## src/rtl/ec_control_unit.sv

```systemverilog
// Instruction sequencer for the 8-bit accumulator machine: PC/IR, fetch/decode/execute FSM.
// Optional build macro CTRL_SINGLE_STEP_EN adds a 'step' input and a WAIT_STEP idle state.
module ec_control_unit #(
    parameter int                ADDR_W   = 5,
    parameter logic [ADDR_W-1:0] RESET_PC = '0
) (
    input  logic                clk,
    input  logic                reset,
    input  logic [ADDR_W+2:0]   mem_rdata,
    input  logic                Enter,
    input  logic                Aeq0,
    input  logic                Apos,
`ifdef CTRL_SINGLE_STEP_EN
    input  logic                step,
`endif
    output logic [ADDR_W-1:0]   mem_addr,
    output logic                mem_we,
    output logic [1:0]          Asel,
    output logic                Aload,
    output logic                Sub,
    output logic                Halt,
    output logic [ADDR_W-1:0]   pc,
    output logic [ADDR_W+2:0]   ir
);

    typedef enum logic [2:0] {
        OP_LOAD  = 3'b000,
        OP_STORE = 3'b001,
        OP_ADD   = 3'b010,
        OP_SUB   = 3'b011,
        OP_INPUT = 3'b100,
        OP_JZ    = 3'b101,
        OP_JPOS  = 3'b110,
        OP_HALT  = 3'b111
    } opcode_t;

    typedef enum logic [3:0] {
        S_FETCH,
        S_DECODE,
        S_LOAD,
        S_STORE,
        S_ADD,
        S_SUB,
        S_INPUT,
        S_JZ,
        S_JPOS,
        S_HALTED
`ifdef CTRL_SINGLE_STEP_EN
        , S_WAIT_STEP
`endif
    } state_t;

    // Where reset lands and where every completed instruction returns to.
`ifdef CTRL_SINGLE_STEP_EN
    localparam state_t IDLE_STATE = S_WAIT_STEP;
`else
    localparam state_t IDLE_STATE = S_FETCH;
`endif

    state_t             state;
    opcode_t            opcode;
    logic [ADDR_W-1:0]  ir_addr;

    assign opcode  = opcode_t'(ir[ADDR_W+2 -: 3]);
    assign ir_addr = ir[ADDR_W-1:0];

    // NOTE: all state here uses non-blocking assignments so every register
    // updates from pre-edge values, independent of statement order.
    always_ff @(posedge clk) begin
        if (reset) begin
            state <= IDLE_STATE;
            pc    <= RESET_PC;
            ir    <= '0;
        end else begin
            case (state)
`ifdef CTRL_SINGLE_STEP_EN
                S_WAIT_STEP: if (step) state <= S_FETCH;
`endif
                S_FETCH: begin
                    ir    <= mem_rdata;
                    pc    <= pc + ADDR_W'(1);
                    state <= S_DECODE;
                end
                S_DECODE: begin
                    case (opcode)
                        OP_LOAD:  state <= S_LOAD;
                        OP_STORE: state <= S_STORE;
                        OP_ADD:   state <= S_ADD;
                        OP_SUB:   state <= S_SUB;
                        OP_INPUT: state <= S_INPUT;
                        OP_JZ:    state <= S_JZ;
                        OP_JPOS:  state <= S_JPOS;
                        default:  state <= S_HALTED;
                    endcase
                end
                S_INPUT: if (Enter) state <= IDLE_STATE;
                S_JZ: begin
                    if (Aeq0) pc <= ir_addr;
                    state <= IDLE_STATE;
                end
                S_JPOS: begin
                    if (Apos) pc <= ir_addr;
                    state <= IDLE_STATE;
                end
                S_HALTED: state <= S_HALTED;
                default:  state <= IDLE_STATE;
            endcase
        end
    end

    // Strobes are decoded from registered state/IR; reset masks them so an
    // aborted instruction never loads or writes on the reset edge.
    // NOTE: every output gets a default before the case so no latch is inferred.
    always_comb begin
        mem_addr = ir_addr;
        mem_we   = 1'b0;
        Aload    = 1'b0;
        Sub      = 1'b0;
        Asel     = 2'b00;
        Halt     = 1'b0;
        case (state)
`ifdef CTRL_SINGLE_STEP_EN
            S_WAIT_STEP: mem_addr = pc;
`endif
            S_FETCH: mem_addr = pc;
            S_LOAD: begin
                Asel  = 2'b10;
                Aload = !reset;
            end
            S_STORE: mem_we = !reset;
            S_ADD:   Aload  = !reset;
            S_SUB: begin
                Sub   = 1'b1;
                Aload = !reset;
            end
            S_INPUT: begin
                Asel  = Enter ? 2'b01 : 2'b00;
                Aload = Enter && !reset;
            end
            S_HALTED: Halt = 1'b1;
            default: ;
        endcase
    end

endmodule

```

## config.mk

```make
export PLATFORM = sky130hd
export DESIGN_NAME = ec_control_unit
export DESIGN_NICKNAME = d
export VERILOG_FILES = /design/src/rtl/ec_control_unit.sv
export SDC_FILE = /design/constraint.sdc
export NUM_CORES = 1
export LEC_CHECK = 0
export BUFFER_PORTS_ARGS = -buffer_cell sky130_fd_sc_hd__buf_4
export CAP_MARGIN = 20
export CELL_PAD_IN_SITES_DETAIL_PLACEMENT = 1
export CELL_PAD_IN_SITES_GLOBAL_PLACEMENT = 2
export CORE_MARGIN = 2
export CORE_UTILIZATION = 23
export DETAILED_ROUTE_END_ITERATION = 10
export PLACE_DENSITY_LB_ADDON = 0.3
export SETUP_SLACK_MARGIN = 0.4
export SLEW_MARGIN = 20
export SYNTH_ARGS = -nofsm -noshare
export SYNTH_HDL_FRONTEND = slang
export SYNTH_SLANG_ARGS = --single-unit
```

## constraint.sdc

```tcl
create_clock -name clk -period 1.5 [get_ports clk]
set_input_delay 0 -clock clk [delete_from_list [all_inputs] [get_ports clk]]
set_output_delay 0 -clock clk [all_outputs]
set_load 0.005 [all_outputs]
```

Word-level counts from Yosys, hierarchy flattened
Index checks and enable logic that the tools add are counted.
- register bits after elaboration: 17
- input port bits: 13
- output and inout port bits: 24
- logic and storage cells: 42
- add/sub/neg operators: 1
- equality and inequality tests: 18
- multiplexer cells: 13
- reduce and logical (&&, ||, !) cells: 7
- operators by type and width (kind ; number):
    one-hot mux 4 bit (7 select lines) ; 1
    equality test 4 x 3 -> 1 bit (second input constant) ; 4
    one-hot mux 4 bit (4 select lines) ; 1
    two-way mux 5 bit ; 3
    one-hot mux 5 bit (3 select lines) ; 1
    equality test 3 bit (second input constant) ; 3
    equality test 4 x 2 -> 1 bit (second input constant) ; 2
    equality test 4 bit (second input constant) ; 2
    equality test 3 x 2 -> 1 bit (second input constant) ; 2
    != test 2 bit (second input constant) ; 3
    adder 5 x 1 -> 5 bit (second input constant) ; 1
    equality test 4 x 1 -> 1 bit (second input constant) ; 1
    zero test 4 bit ; 1
    two-way mux 1 bit ; 4
    two-way mux 4 bit ; 1
    one-hot mux 2 bit (2 select lines) ; 1
    equality test 3 x 1 -> 1 bit (second input constant) ; 1
    zero test 3 bit ; 1
    AND reduction 3 bit ; 1
    nonzero test 3 bit ; 1
    OR reduction 3 bit ; 1
    one-hot mux 1 bit (2 select lines) ; 1
    logical AND 1 bit ; 1
    zero test 1 bit ; 1

Depth between registers and ports, before layout
- word-level depth: 3
- gate-level depth with buffers: 5
- gate-level depth less buffers: 5

Worst setup path before layout
No wires, ideal clock.
- path type: register to register
- from: register state[2]
- to: register pc[1]
- setup time: 0.115 ns
- arrival: 1.435 ns
- required time: 1.385 ns
- slack: -0.050 ns
- cell stages (with the launch flop): 6
- path buffers: 1
- clock period less this slack: 1.550 ns
- cells stage by stage: dfxtp_1 -> buf_2 -> and2_4 -> a21oi_2 -> mux2_1 -> o21a_1
- cells in the longest elaborated chain, start to end: 3
- elaborated cells on any way between the ends: 8
- classes of those cells: 4 x eq/ne; 1 x mux; 3 x reduce/logical
- RTL lines (item ; line ; text):
    start, declared ; 60 ; state_t state;
    start signal, assigned ; 71 ; state <= IDLE_STATE;
    start signal, assigned ; 82 ; state <= S_DECODE;
    start signal, assigned ; 86 ; OP_LOAD: state <= S_LOAD;
    equality test 4 bit (tied with other cells) ; 75 ; case (state)
    != test 2 bit (no line) / nonzero test 3 bit (equally long branches) ; - ;
    AND reduction 3 bit (no line) ; - ;
    end signal, assigned ; 81 ; pc <= pc + ADDR_W'(1);
    end signal, assigned ; 98 ; if (Aeq0) pc <= ir_addr;
    end signal, assigned ; 102 ; if (Apos) pc <= ir_addr;
    end, declared ; 22 ; output logic [ADDR_W-1:0] pc,
Several ways; a longest one is shown, not always the timed one.
A chain may end at the register's enable or synchronous reset.

Final worst setup path
- from: register state[0]
- to: output port mem_addr[3]
- cells in the longest elaborated chain, start to end: 2
- RTL lines (item ; line ; text):
    zero test 4 bit ; 121 ; case (state)
    two-way mux 5 bit ; 121 ;
    end, declared ; 16 ; output logic [ADDR_W-1:0] mem_addr,
No other way between the ends.

==> summary.txt <==
Synth
  – Cell with the most instances after synthesis: nand2_1
  – Seq cells post-synth: 17
  – Post-synth EDFFs: 0
  – Synth top area share: 35.8%
  – Synthesized area: 951 sq um
  – Leading area contributor after synthesis: dfxtp_1
  – Leading post-synthesis cells by cell area: dfxtp_1 36%, a21oi_1 8.4%, nand2_1 8.3%
  – Post-synth ARST share: 0%
  – Distinct cells, synth: 34
  – Sequential area share after synthesis: 35.8%
  – Synth top cells by count: 21 x nand2_1, 17 x dfxtp_1, 16 x a21oi_1
  – Ys flop type: dfxtp_1
  – Syn. warnings: 0
  – Post-Syn Instances: 116
  – Post-Syn Area per Cell: 8.20 sq um
  – Syn nets: 130

Routing
  – Initial DRC Count: 31
  – Met1 WL: 1.47 mm
  – ANT nets after route: 0
  – Drt drc: 0
  – DR WL met2: 1.80 mm
  – Met3 Wirelength: 112 um
  – Routed wire length per instance: 15.0 um
  – Vias: 1,084
  – Vias per cell: 4.73
  – Drt pass-1 iters: 3
  – DRT Wirelength: 3.43 mm
  – Uppermost layer routed: met4

Floorplanning
  – Io pins: 37
  – Core area: 4000 sq um
  – Die ar.: 4660 sq um
  – Num rows: 23
  – Width of the die: 68.3 um
  – Starting Density: 23.8%
  – Chip Height: 68.3 um

Worst setup path
  – Critical path endpoint category: output pin
  – Startpoint Class: flip-flop
  – Worst Path Arrival: 1.57 ns
  – Worst setup path class: reg -> out
  – Worst endpoint required time: 1.50 ns
  – Peak fanout along the critical path: 7

Placement
  – Final Wtd Congestion: 0.780
  – PortBufs: 36
  – HPWL Detailed: 2.19 mm
  – Post-Place Cells: 203

STA
  – Slew @ Worst Pin: 0.459 ns
  – Fin crit share: 104%
  – Worst Skew: 0.00406 ns
  – Worst setup margin: -0.0668 ns
  – Max Fclk: 638 MHz
  – WHS: 0.00442 ns
  – Final Critical Period: 1.57 ns
  – RSZ-0062 raised after global routing: true
  – Final Setup Violations: 6
  – Final Hold Fails: 0
  – Slew headroom: 69.4%
  – Final max-slew violation count: 0

Clock network
  – Root Buffer: clkbuf_8
  – Clock Pin Slew Worst Setup and Hold Paths: 0.07 ns
  – H-tree levels: 1
  – Clk_lat worst skew: 0.25 ns
  – CTS Buf Count: 3
  – CTS tree: built
  – Clock sinks: 17
  – Clk buf depth: 2

GRT
  – Antenna violations before repair: 0
  – Largest net degree at the start of global routing: 21
  – Total track usage: 14.9%
  – Vias in the first global route: 1,062
  – Global-route wire length before repair: 5.10 mm
  – GRT overflow: 0

Power and ir drop
  – Cell Pwr Density: 1030 nW/um^2
  – LEAKAGE: 0.780 nW
  – Worst vdd ir: 344 uV

Worst hold path
  – Hold crit path type: in -> reg

Layout
  – Share of layout cells above drive strength 1: 69.3%
  – Area Growth Syn to Fin: 92.0%
  – # diodes: 0
  – Final Non-Filler Cells: 229
  – Final nets: 194

Job
  – Maxcap violations: 0

Status
  – Status: finished, violations left
  – Failing checks: setup timing
==> cell type report <==
type	instances	area, sq um
fillers	465	2170
multi-input cells	86	781
repair buffers	65	556
flip-flops and latches	17	355
well taps	50	62.6
clock buffers	4	45.0
inverters	7	26.3
==> kinds of logic after synthesis <==
kind of cell / share of synthesized area, %
AND/OR/NAND/NOR: 29.2
adder cells (fa/ha/maj): 1.32
flip-flops: 35.8
XOR/XNOR: 0.921
buffers and inverters: 7.76
multiplexers: 4.34
AO/OA/AOI/OAI: 20.7
==> state kept, by name, summed over array words and instances (netlist names) <==
name and cells:
pc 5, state 4, ir 8
==> critical path: stages (launching register included) <==
cell and delay, ns:
dfxtp_4 0.37, or4_4 0.64, nand2_2 0.11, o21ai_2 0.06
buf_4 0.13
==> layout by cell type (no fill, tap or decap), types with 2 or more instances in the layout <==
| cell | Yosys | routed |
|---|---|---|
| a21oi_1 | 16 | 7 |
| nand2_2 | 0 | 9 |
| inv_1 | 7 | 6 |
| nor2_4 | 0 | 2 |
| nand2_1 | 21 | 9 |
| nor3_2 | 0 | 3 |
| nor4b_4 | 0 | 3 |
| mux2i_2 | 0 | 2 |
| nand2_4 | 0 | 3 |
| nor2_1 | 7 | 4 |
| buf_4 | 1 | 46 |
| clkbuf_8 | 0 | 3 |
| dlygate4sd3_1 | 0 | 3 |
| a21oi_2 | 2 | 10 |
| o21ai_2 | 0 | 5 |
| or4_4 | 1 | 3 |
| dfxtp_4 | 0 | 4 |
| nand3_1 | 3 | 3 |
| dfxtp_1 | 17 | 13 |
| buf_6 | 2 | 16 |
| o32ai_2 | 0 | 3 |
==> timing repair <==
action / CTS / global route
setup buffers: 9 / 9
endpoints found under the hold margin: 1 / 2
pin swaps: 8 / 10
hold buffers: 1 / 2
gates cloned: 1 / 0
endpoints found under the setup margin: 28 / 28
resized for setup: 31 / 35
==> power breakdown <==
| group | switching (mW) | leakage, nW | total [mW] | internal (mW) |
|---|---|---|---|---|
| clock network | 0.165 | 0.0228 | 0.354 | 0.188 |
| registers | 0.0889 | 0.143 | 0.602 | 0.513 |
| logic | 0.412 | 0.615 | 0.929 | 0.517 |
==> per-stage QoR <==
stage | worst slack, ns | TNS (ns) | total power, mW | cell area (sq um) | util, %
6_report | -0.0668 | -0.321 | 1.88 | 1830 | 45.6
5_1_grt | -0.133 | -0.995 | 2.01 | 1830 | 45.6
4_1_cts | -0.0759 | -0.390 | 1.71 | 1590 | 39.8
3_5_place_dp | 0.0421 | 0 | 1.21 | 1350 | 33.8
3_3_place_gp | 0.0873 | 0 | 1.19 | 1350 | 33.8
2_1_floorplan | 0.0706 | 0 | 0.965 | 1020 | -
==> final timing paths <==
check                                      startpoint            endpoint  slack [ns]  cells past startpoint
worst max register to register  state[0]$_SDFFE_PP0P_  pc[2]$_SDFFE_PP0P_       -0.02                      6
worst min register to register     ir[5]$_SDFFE_PP0P_  ir[5]$_SDFFE_PP0P_        0.52                      2
worst min-delay path                     mem_rdata[2]  ir[2]$_SDFFE_PP0P_       0.004                      3
worst max-delay path            state[0]$_SDFFE_PP0P_         mem_addr[3]       -0.07                      4
==> per-layer routing <==
metal  vias up  GRT usage (%)
met4         0           6.00
met1       523           17.5
met3         2           1.48
met5         -              0
met2        21           27.5
li1        538              -
No activity file was read; power rests on OpenSTA's default activity.
